--- config.mk ---
export PLATFORM = sky130hd
export DESIGN_NAME = sdf_stage_ctrl
export DESIGN_NICKNAME = d
export VERILOG_FILES = /design/src/rtl/sdf_stage_ctrl.sv
export SDC_FILE = /design/constraint.sdc
export NUM_CORES = 1
export LEC_CHECK = 0
export ABC_AREA = 1
export CORE_UTILIZATION = 50
export DETAILED_ROUTE_END_ITERATION = 10
export GPL_TIMING_DRIVEN = 0
export PLACE_DENSITY = 0.88
export SYNTH_ARGS = -nofsm -noshare
export SYNTH_HDL_FRONTEND = slang
export SYNTH_SLANG_ARGS = --single-unit
--- constraint.sdc ---
create_clock -name clk -period 3.3 [get_ports clk]
set_clock_uncertainty 0.05 [all_clocks]
set_input_delay 0.66 -clock clk [delete_from_list [all_inputs] [get_ports clk]]
set_output_delay 0.66 -clock clk [all_outputs]
set_load 0.01 [all_outputs]
--- src/rtl/sdf_stage_ctrl.sv ---
// Control sequencer for one radix-2 single-path delay-feedback FFT stage: delay-line enable, butterfly/bypass select,
// twiddle addressing and output framing. Output lags input by D shift cycles; in_ready drops only while draining the delay line.
module sdf_stage_ctrl #(
   parameter int N_POINTS = 16,
   parameter int STAGE    = 0,
   parameter int TW_W     = $clog2(N_POINTS) - 1
) (
   input  logic            clk,
   input  logic            rst,
   input  logic            in_valid,
   output logic            in_ready,
   output logic            delay_en,
   output logic            bf_sel,
   output logic [TW_W-1:0] tw_addr,
   output logic            tw_valid,
   output logic            out_valid,
   output logic            frame_done,
   output logic            busy
);

   localparam int CW    = $clog2(N_POINTS);
   localparam int D     = N_POINTS >> (STAGE + 1);
   localparam int LOG2D = $clog2(D);
   localparam int DW    = (LOG2D > 0) ? LOG2D : 1;

   typedef enum logic [1:0] {S_IDLE, S_FILL, S_RUN, S_DRAIN} state_t;

   state_t         r_state;
   logic [CW-1:0]  r_cnt;
   logic [CW-1:0]  r_ocnt;
   logic [DW-1:0]  r_dcnt;
   logic           r_in_ready;

   state_t         w_next;
   logic           w_accept;
   logic           w_drain;
   logic           w_run;
   logic           w_fill_done;
   logic           w_dcnt_last;
   logic           w_delay_en;
   logic           w_bf_sel;
   logic           w_out_valid;
   logic           w_tw_valid;
   logic [CW-1:0]  w_tw_raw;

   assign w_accept    = in_valid && r_in_ready;
   assign w_drain     = (r_state == S_DRAIN);
   assign w_run       = (r_state == S_RUN);
   assign w_fill_done = (r_cnt == CW'(D - 1));
   assign w_dcnt_last = (r_dcnt == DW'(D - 1));

   assign w_delay_en  = w_accept || w_drain;
   // cnt bit LOG2D marks the second half of each 2D block, where the butterfly fires
   assign w_bf_sel    = w_accept && r_cnt[LOG2D];
   assign w_out_valid = w_delay_en && (w_run || w_drain);
   assign w_tw_valid  = w_out_valid && !w_bf_sel;
   assign w_tw_raw    = w_drain ? (CW'(r_dcnt) << STAGE)
                                : ((r_cnt & CW'(D - 1)) << STAGE);

   assign in_ready   = r_in_ready;
   assign delay_en   = w_delay_en;
   assign bf_sel     = w_bf_sel;
   assign out_valid  = w_out_valid;
   assign tw_valid   = w_tw_valid;
   assign tw_addr    = w_tw_valid ? TW_W'(w_tw_raw) : '0;
   assign frame_done = w_out_valid && (r_ocnt == CW'(N_POINTS - 1));
   assign busy       = (r_state != S_IDLE);

   always_comb begin
      w_next = r_state;
      case (r_state)
         S_IDLE:  if (w_accept) w_next = w_fill_done ? S_RUN : S_FILL;
         S_FILL:  if (w_accept && w_fill_done) w_next = S_RUN;
         // cnt only returns to 0 in RUN after a frame end; an idle cycle there starts the flush
         S_RUN:   if (!w_accept && (r_cnt == '0)) w_next = S_DRAIN;
         S_DRAIN: if (w_dcnt_last) w_next = S_IDLE;
         default: w_next = S_IDLE;
      endcase
   end

   always_ff @(posedge clk) begin
      if (rst) begin
         r_state    <= S_IDLE;
         r_cnt      <= '0;
         r_dcnt     <= '0;
         r_ocnt     <= '0;
         r_in_ready <= 1'b0;
      end else begin
         r_state    <= w_next;
         r_in_ready <= (w_next != S_DRAIN);
         if (w_accept)
            r_cnt <= r_cnt + 1'b1;
         if (w_drain)
            r_dcnt <= w_dcnt_last ? '0 : r_dcnt + 1'b1;
         if (w_out_valid)
            r_ocnt <= r_ocnt + 1'b1;
      end
   end

endmodule

==> summary.txt, run 1 <==
Status
  – Outcome: completed

Logic synthesis
  – Synth Net Count: 114
  – Warning count from the yosys run: 0
  – Sequential share of the synthesized area: 0.3715
  – Cell Area, Synth: roughly 750 um2
  – Largest area contributor in the netlist: dfxtp_1
  – Cell count after synthesis: 106
  – Share of Yosys cell area claimed by the top area cell type: 0.3715
  – Synth Area per Inst: 7.118 um2
  – Yosys reg bits: 14
  – Yosys cell types: 18
  – Largest cells by area after synthesis: dfxtp_1, nor2_1, nand2_1, ha_1, inv_1

Hold path
  – Min-Delay Path Depth: 2
  – Min-Delay Endpoint: r_ocnt[2]
  – Hold WC Path Type: flop to flop
  – Worst hold path startpoint: r_ocnt[2]

Finish
  – Most frequent cells in the layout: nor2_1, nand2_1, inv_1, dfxtp_1, clkdlybuf4s50_1
  – Most common cell after layout, fill and taps aside: nor2_1
  – Post-layout nets: 131
  – Post-Layout Cell Count: between 100 and 150
  – Flip-flop and latch area: between 200 and 300 um2
  – N_diodes: 0
  – Area Overhead vs Synth: 23.22%
  – Layout cells sized above 1: 0.1148
  – Multi-input logic area: between 400 and 500 um2
  – Fillers: between 100 and 150
  – Final Util: 0.6886

Global route
  – GR Overflow Total: 0
  – Pin count of the biggest net entering global routing: 11
  – Number of global-route vias before repair: 562
  – First-pass GRT wire length: about 2300 um
  – Initial antenna violation count: 0
  – GRT Util Overall: 0.2086

Timing
  – RSZ-0062 raised after global routing: no
  – Slew @ Worst Pin: ~0.26 ns
  – Final hold viol count: 0
  – Final min period: 3.020 ns
  – Period utilization: 0.9152
  – Fmax: approximately 330 MHz
  – Final worst slack: between 0.2 and 0.3 ns
  – Fin Setup TNS: 0 ns
  – Pins Over Slew Limit: 0
  – Rel. slew slack: 0.8298
  – Setup violators final: 0

Floorplanning
  – Die width: slightly above 40 um
  – Num rows: 13
  – Top Ports: 13
  – Core ar.: 1350 um2
  – Starting density of the core: 0.5589
  – Die area: ~1700 um2
  – Die H: around 41 um

Place
  – Placed Instances: 133
  – Pre-CTS setup slack: ~0.29 ns
  – Post-DP HPWL: around 1100 um
  – Routability Congestion: 0.8176
  – # port buffers: 12

Setup path
  – Worst reg2reg path depth: 9
  – Reg2Reg Setup Slack: just under 2 ns
  – Worst Path Max Fanout: 10
  – Critical path launch point type: primary input
  – Kind of critical path: primary input to output port
  – Crit Reg-Reg Endpoint: r_state[0]
  – Worst Path Required: 2.59 ns
  – Worst Path Arrival: 2.31 ns
  – Reg-to-Reg Start: r_dcnt[0]
  – Endpoint class of the critical path: output port

Clock tree
  – PostCTS Resize Cnt: 0
  – Longest Clk Path Bufs: 2
  – Worst-path clk slew: 0.09 ns
  – CTS tree: done
  – Deepest level of the CTS H-tree: 1
  – Post CTS Setup Buffer Count: 0
  – Clk_lat worst skew: about 0.28 ns
  – Clk sinks: 14
  – Hold_buf cts: 0
  – Root Buffer: clkbuf_4
  – Total CTS buffers: 3

Route
  – Total Wirelength: 1437 um
  – WL per Instance: 10.49 um
  – M1 wire length: about 680 um
  – DR pass1 iterations: 5
  – DRC Markers: 0
  – Vias per inst: between 4 and 5
  – Vias: a little under 700
  – Metal3 WL: 86 um
  – ANT nets after route: 0
  – DRT iter0 DRCs: 13
  – Met2 WL: around 650 um
  – Max layer used: met4

Power
  – Total power: 329.6 uW
  – Switching fraction of total power: 0.2357
  – Cell Int Power: 251.9 uW
  – PD cells: approximately 350 nW/um2
  – Reg power frac: 0.532
  – Logic pwr share: 0.085
  – Peak supply drop: ~0.27 mV
  – Leakage Power: between 0.3 and 0.4 nW
  – Sw Pwr: 77.70 uW
  – Clock power frac: 0.382

Job
  – Max-Cap Viols: 0
==> power by group through the flow <==
stage	registers, mW	clock network [mW]	logic (mW)
3_3_place_gp	0.179	0	0.0272
6_report	0.176	0.126	0.0281
4_1_cts	0.176	0.128	0.0281
5_1_grt	0.176	0.134	0.0324
3_5_place_dp	0.179	0	0.0281
2_1_floorplan	0.179	0	0.0171
==> metrics by stage <==
stage / hold WS (ns) / instance area [um2]
floorplan: 0.3850 / 754.5
global placement: 0.3970 / 893.4
detailed placement: 0.4137 / 893.4
CTS: 0.4268 / 929.6
global route: 0.4537 / 929.6
finish: 0.4219 / 929.6
==> flip-flops by register name, summed over array words and instances, names as in the netlist <==
signal	flops
in_ready	1
r_cnt	4
r_dcnt	3
r_ocnt	4
r_state	2
==> kinds of logic (layout without fill, tap and decap cells) <==
logic type | after synthesis | count (layout) | synth area share
flip-flops | 14 | 14 | 0.3715
AND/OR/NAND/NOR | 53 | 53 | 0.3134
buffers and inverters | 16 | 32 | 0.08458
AO/OA/AOI/OAI | 18 | 18 | 0.1476
adder cells (fa/ha/maj) | 5 | 5 | 0.08292
==> worst max-delay path, stage by stage <==
cell and delay [ns]:
clkdlybuf4s50_1 0.41, nand2_2 0.13, buf_4 0.18, nor2_1 0.08, nor2_2 0.15, inv_2 0.06
nor2_1 0.10, clkdlybuf4s50_1 0.54
==> synth_stat cells (all sizes together) <==
cell type	n
ha	5
a211oi	1
inv	15
buf	1
nor3b	1
nor2	21
nor3	2
o21ai	8
dfxtp	14
nand3	7
nand2	22
a21oi	9
==> routing by layer <==
metal / vias to the layer above / global-route usage
li1: 370 / -
met1: 287 / 0.2442
met2: 17 / 0.3633
met3: 2 / 0.04891
met4: 0 / 0.07500
met5: - / 0
==> how the worst max path moves through the flow <==
| stage | startpoint | to | slack [ns] |
|---|---|---|---|
| 3_5_place_dp | in_valid | tw_addr[0] | 0.29 |
| 5_1_grt | in_valid | tw_addr[2] | 0.19 |
| 2_1_floorplan | in_valid | tw_addr[0] | 1.15 |
| 3_3_place_gp | in_valid | tw_addr[2] | 0.29 |
| 6_report | in_valid | tw_addr[0] | 0.28 |
| 4_1_cts | in_valid | tw_addr[0] | 0.26 |
==> area by class of cell <==
| type | count | share of cell area |
|---|---|---|
| Clock buffer | 4 | 0.03903 |
| Inverter | 15 | 0.06057 |
| Sequential cell | 14 | 0.3015 |
| Timing Repair Buffer | 12 | 0.1292 |
| Multi-Input combinational cell | 76 | 0.4415 |
| Tap cell | 15 | 0.02019 |
| Buffer | 1 | 0.008075 |
Power figures use the tool's default switching activity.
==> inputs of run 2 (changes only) <==
--- a/config.mk
+++ b/config.mk
@@ -7,7 +7,9 @@
 export LEC_CHECK = 0
 export ABC_AREA = 1
 export CORE_UTILIZATION = 50
+export CTS_CLUSTER_SIZE = 25
 export DETAILED_ROUTE_END_ITERATION = 10
+export GPL_ROUTABILITY_DRIVEN = 1
 export GPL_TIMING_DRIVEN = 0
 export PLACE_DENSITY = 0.88
 export SYNTH_ARGS = -nofsm -noshare
==> results of run 2 <==
The final DEF is identical to that of run 1; final timing and power are the same.
==> inputs of run 3 (changes only) <==
--- a/config.mk
+++ b/config.mk
@@ -7,11 +7,12 @@
 export LEC_CHECK = 0
 export ABC_AREA = 1
 export CORE_UTILIZATION = 50
+export CTS_CLUSTER_DIAMETER = 120
 export CTS_CLUSTER_SIZE = 25
 export DETAILED_ROUTE_END_ITERATION = 10
 export GPL_ROUTABILITY_DRIVEN = 1
 export GPL_TIMING_DRIVEN = 0
-export PLACE_DENSITY = 0.88
+export PLACE_DENSITY_LB_ADDON = 0.08
 export SYNTH_ARGS = -nofsm -noshare
 export SYNTH_HDL_FRONTEND = slang
 export SYNTH_SLANG_ARGS = --single-unit
==> run 3 against run 2 <==
Flip-flop and latch count unchanged; routed wire length rose by 3.3%; highest routed layer unchanged; final cell count unchanged; non-clock buffer count did not move.
==> summary.txt, run 3 (synthesized netlist as in run 1, its figures left out) <==
Timing
  – Final min period: 3.016 ns (-0.004282 ns)
  – Final hold viol count: 0 (unchanged)
  – Fmax: 331.6 MHz (+0.14%)
  – Fin Setup TNS: 0 ns (unchanged)
  – Slew @ Worst Pin: 0.2611 ns (+0.006045 ns)
  – Pins Over Slew Limit: 0 (unchanged)
  – Rel. slew slack: 0.8258 (-0.004034)
  – Period utilization: 0.9139 (-0.001298)
  – RSZ-0062 raised after global routing: no
  – Setup violators final: 0 (unchanged)

Floorplanning
  – Die area: 1668 um2 (unchanged)
  – Die width: 40.85 um (unchanged)
  – Core ar.: 1350 um2 (unchanged)
  – Top Ports: 13 (unchanged)
  – Num rows: 13 (unchanged)
  – Starting density of the core: 0.5589 (unchanged)
  – Die H: 40.85 um (unchanged)

Route
  – ANT nets after route: 0 (unchanged)
  – DRT iter0 DRCs: 12 (-1)
  – DR pass1 iterations: 4 (-1)
  – Vias: 697 (+3.1%)
  – DRC Markers: 0 (unchanged)
  – Total Wirelength: 1485 um (+3.3%)
  – Vias per inst: 5.088 (+3.1%)
  – WL per Instance: 10.84 um (+3.3%)

Clock tree
  – Root Buffer: clkbuf_4
  – Longest Clk Path Bufs: 2 (unchanged)
  – Post CTS Setup Buffer Count: 0 (unchanged)
  – CTS tree: done
  – PostCTS Resize Cnt: 0 (unchanged)
  – Hold_buf cts: 0 (unchanged)
  – Clk_lat worst skew: 0.28 ns (about the same)
  – Deepest level of the CTS H-tree: 1 (unchanged)
  – Total CTS buffers: 3 (unchanged)
  – Clk sinks: 14 (unchanged)
  – Worst-path clk slew: 0.09 ns (about the same)

Power
  – Peak supply drop: 0.3361 mV (+23%)
  – Leakage Power: 0.3862 nW (unchanged)
  – PD cells: 353.3 nW/um2 (-0.35%)

Finish
  – Area Overhead vs Synth: 23.22% (unchanged)
  – Largest registers: r_cnt x4, r_ocnt x4, r_dcnt x3
  – Post-layout nets: 131 (unchanged)
  – Fillers: 129 (+13%)
  – Most common cell after layout, fill and taps aside: nor2_1
  – Layout cells sized above 1: 0.1148 (unchanged)
  – N_diodes: 0 (unchanged)
  – Most frequent cells in the layout: nor2_1, nand2_1, inv_1, dfxtp_1, clkdlybuf4s50_1
  – Post-Layout Cell Count: 137 (unchanged)

Setup path
  – Critical path launch point type: primary input
  – Kind of critical path: primary input to output port
  – Endpoint class of the critical path: output port
  – Worst Path Required: 2.59 ns (about the same)
  – Worst Path Arrival: 2.31 ns (about the same)
  – Worst Path Max Fanout: 10 (unchanged)

Status
  – Outcome: completed

Hold path
  – Hold WC Path Type: flop to flop

Global route
  – First-pass GRT wire length: 2290 um (+1.2%)
  – Initial antenna violation count: 0 (unchanged)
  – GR Overflow Total: 0 (unchanged)
  – Pin count of the biggest net entering global routing: 11 (unchanged)
  – Number of global-route vias before repair: 538 (-4.3%)
  – GRT Util Overall: 0.2086 (unchanged)

Place
  – Post-DP HPWL: 1081 um (-1.7%)
  – # port buffers: 12 (unchanged)
  – Routability Congestion: 0.7847 (-4.0%)
  – Placed Instances: 133 (unchanged)

Job
  – Max-Cap Viols: 0 (unchanged)
-- run 3: cell counts in the layout (fill, tap and decap cells not counted) --
No cell type changed its count.
-- run 3: area by class of cell --
| type | count | area (um2) | area share |
|---|---|---|---|
| sequential | 14 | 280.3 | 0.3015 |
| multi-input combinational | 76 | 410.4 | 0.4415 |
| inverter | 15 | 56.30 | 0.06057 |
| timing repair buffer | 12 | 120.1 | 0.1292 |
| buffer | 1 | 7.507 | 0.008075 |
| tap | 15 | 18.77 | 0.02019 |
| clock buffer | 4 | 36.28 | 0.03903 |
-- run 3: power by group --
part / switching [mW] / total, mW / internal, mW / leakage, nW
sequential: 0.00324 / 0.175 / 0.172 / 0.114
combinational: 0.0157 / 0.0282 / 0.0126 / 0.251
clock: 0.0577 / 0.125 / 0.0670 / 0.0210
total: 0.0767 / 0.328 / 0.252 / 0.386
-- run 3: metrics by stage --
stage	setup WS, ns	hold WS [ns]	instance area [um2]	total power [mW]	utilization
3_5_place_dp	0.2851	0.4029	893.4	0.2077	0.6617
4_1_cts	0.2763	0.4169	929.6	0.3324	0.6886
2_1_floorplan	1.148	0.3850	754.5	0.1963	-
3_3_place_gp	0.2802	0.3958	893.4	0.2068	0.6617
5_1_grt	0.1564	0.4462	929.6	0.3413	0.6886
6_report	0.2841	0.4170	929.6	0.3284	0.6886
-- run 3: path summary, 6_finish.rpt --
kind	slack, ns	endpoint	startpoint	cells past startpoint
max	0.28	tw_addr[1]	in_valid	8
min	0.42	r_ocnt[2]	r_ocnt[2]	2
max reg2reg	1.98	r_state[0]	r_dcnt[0]	9
min reg2reg	0.42	r_ocnt[2]	r_ocnt[2]	2
-- run 3: routing by layer --
layer / wire, um / vias up / share of wire / global-route usage
li1: - / 374 / - / -
met1: 759 / 305 / 0.51 / 0.2607
met2: 651 / 16 / 0.44 / 0.3438
met3: 64 / 2 / 0.043 / 0.06522
met4: 10 / 0 / 0.0067 / 0.05000
met5: 0 / - / 0 / 0
-- run 3: critical path: stages --
cell	delay (ns)
clkdlybuf4s50_1	0.41
nand2_2	0.13
buf_4	0.18
nor2_1	0.07
nor2_2	0.14
inv_2	0.07
a21oi_2	0.10
clkdlybuf4s50_1	0.54
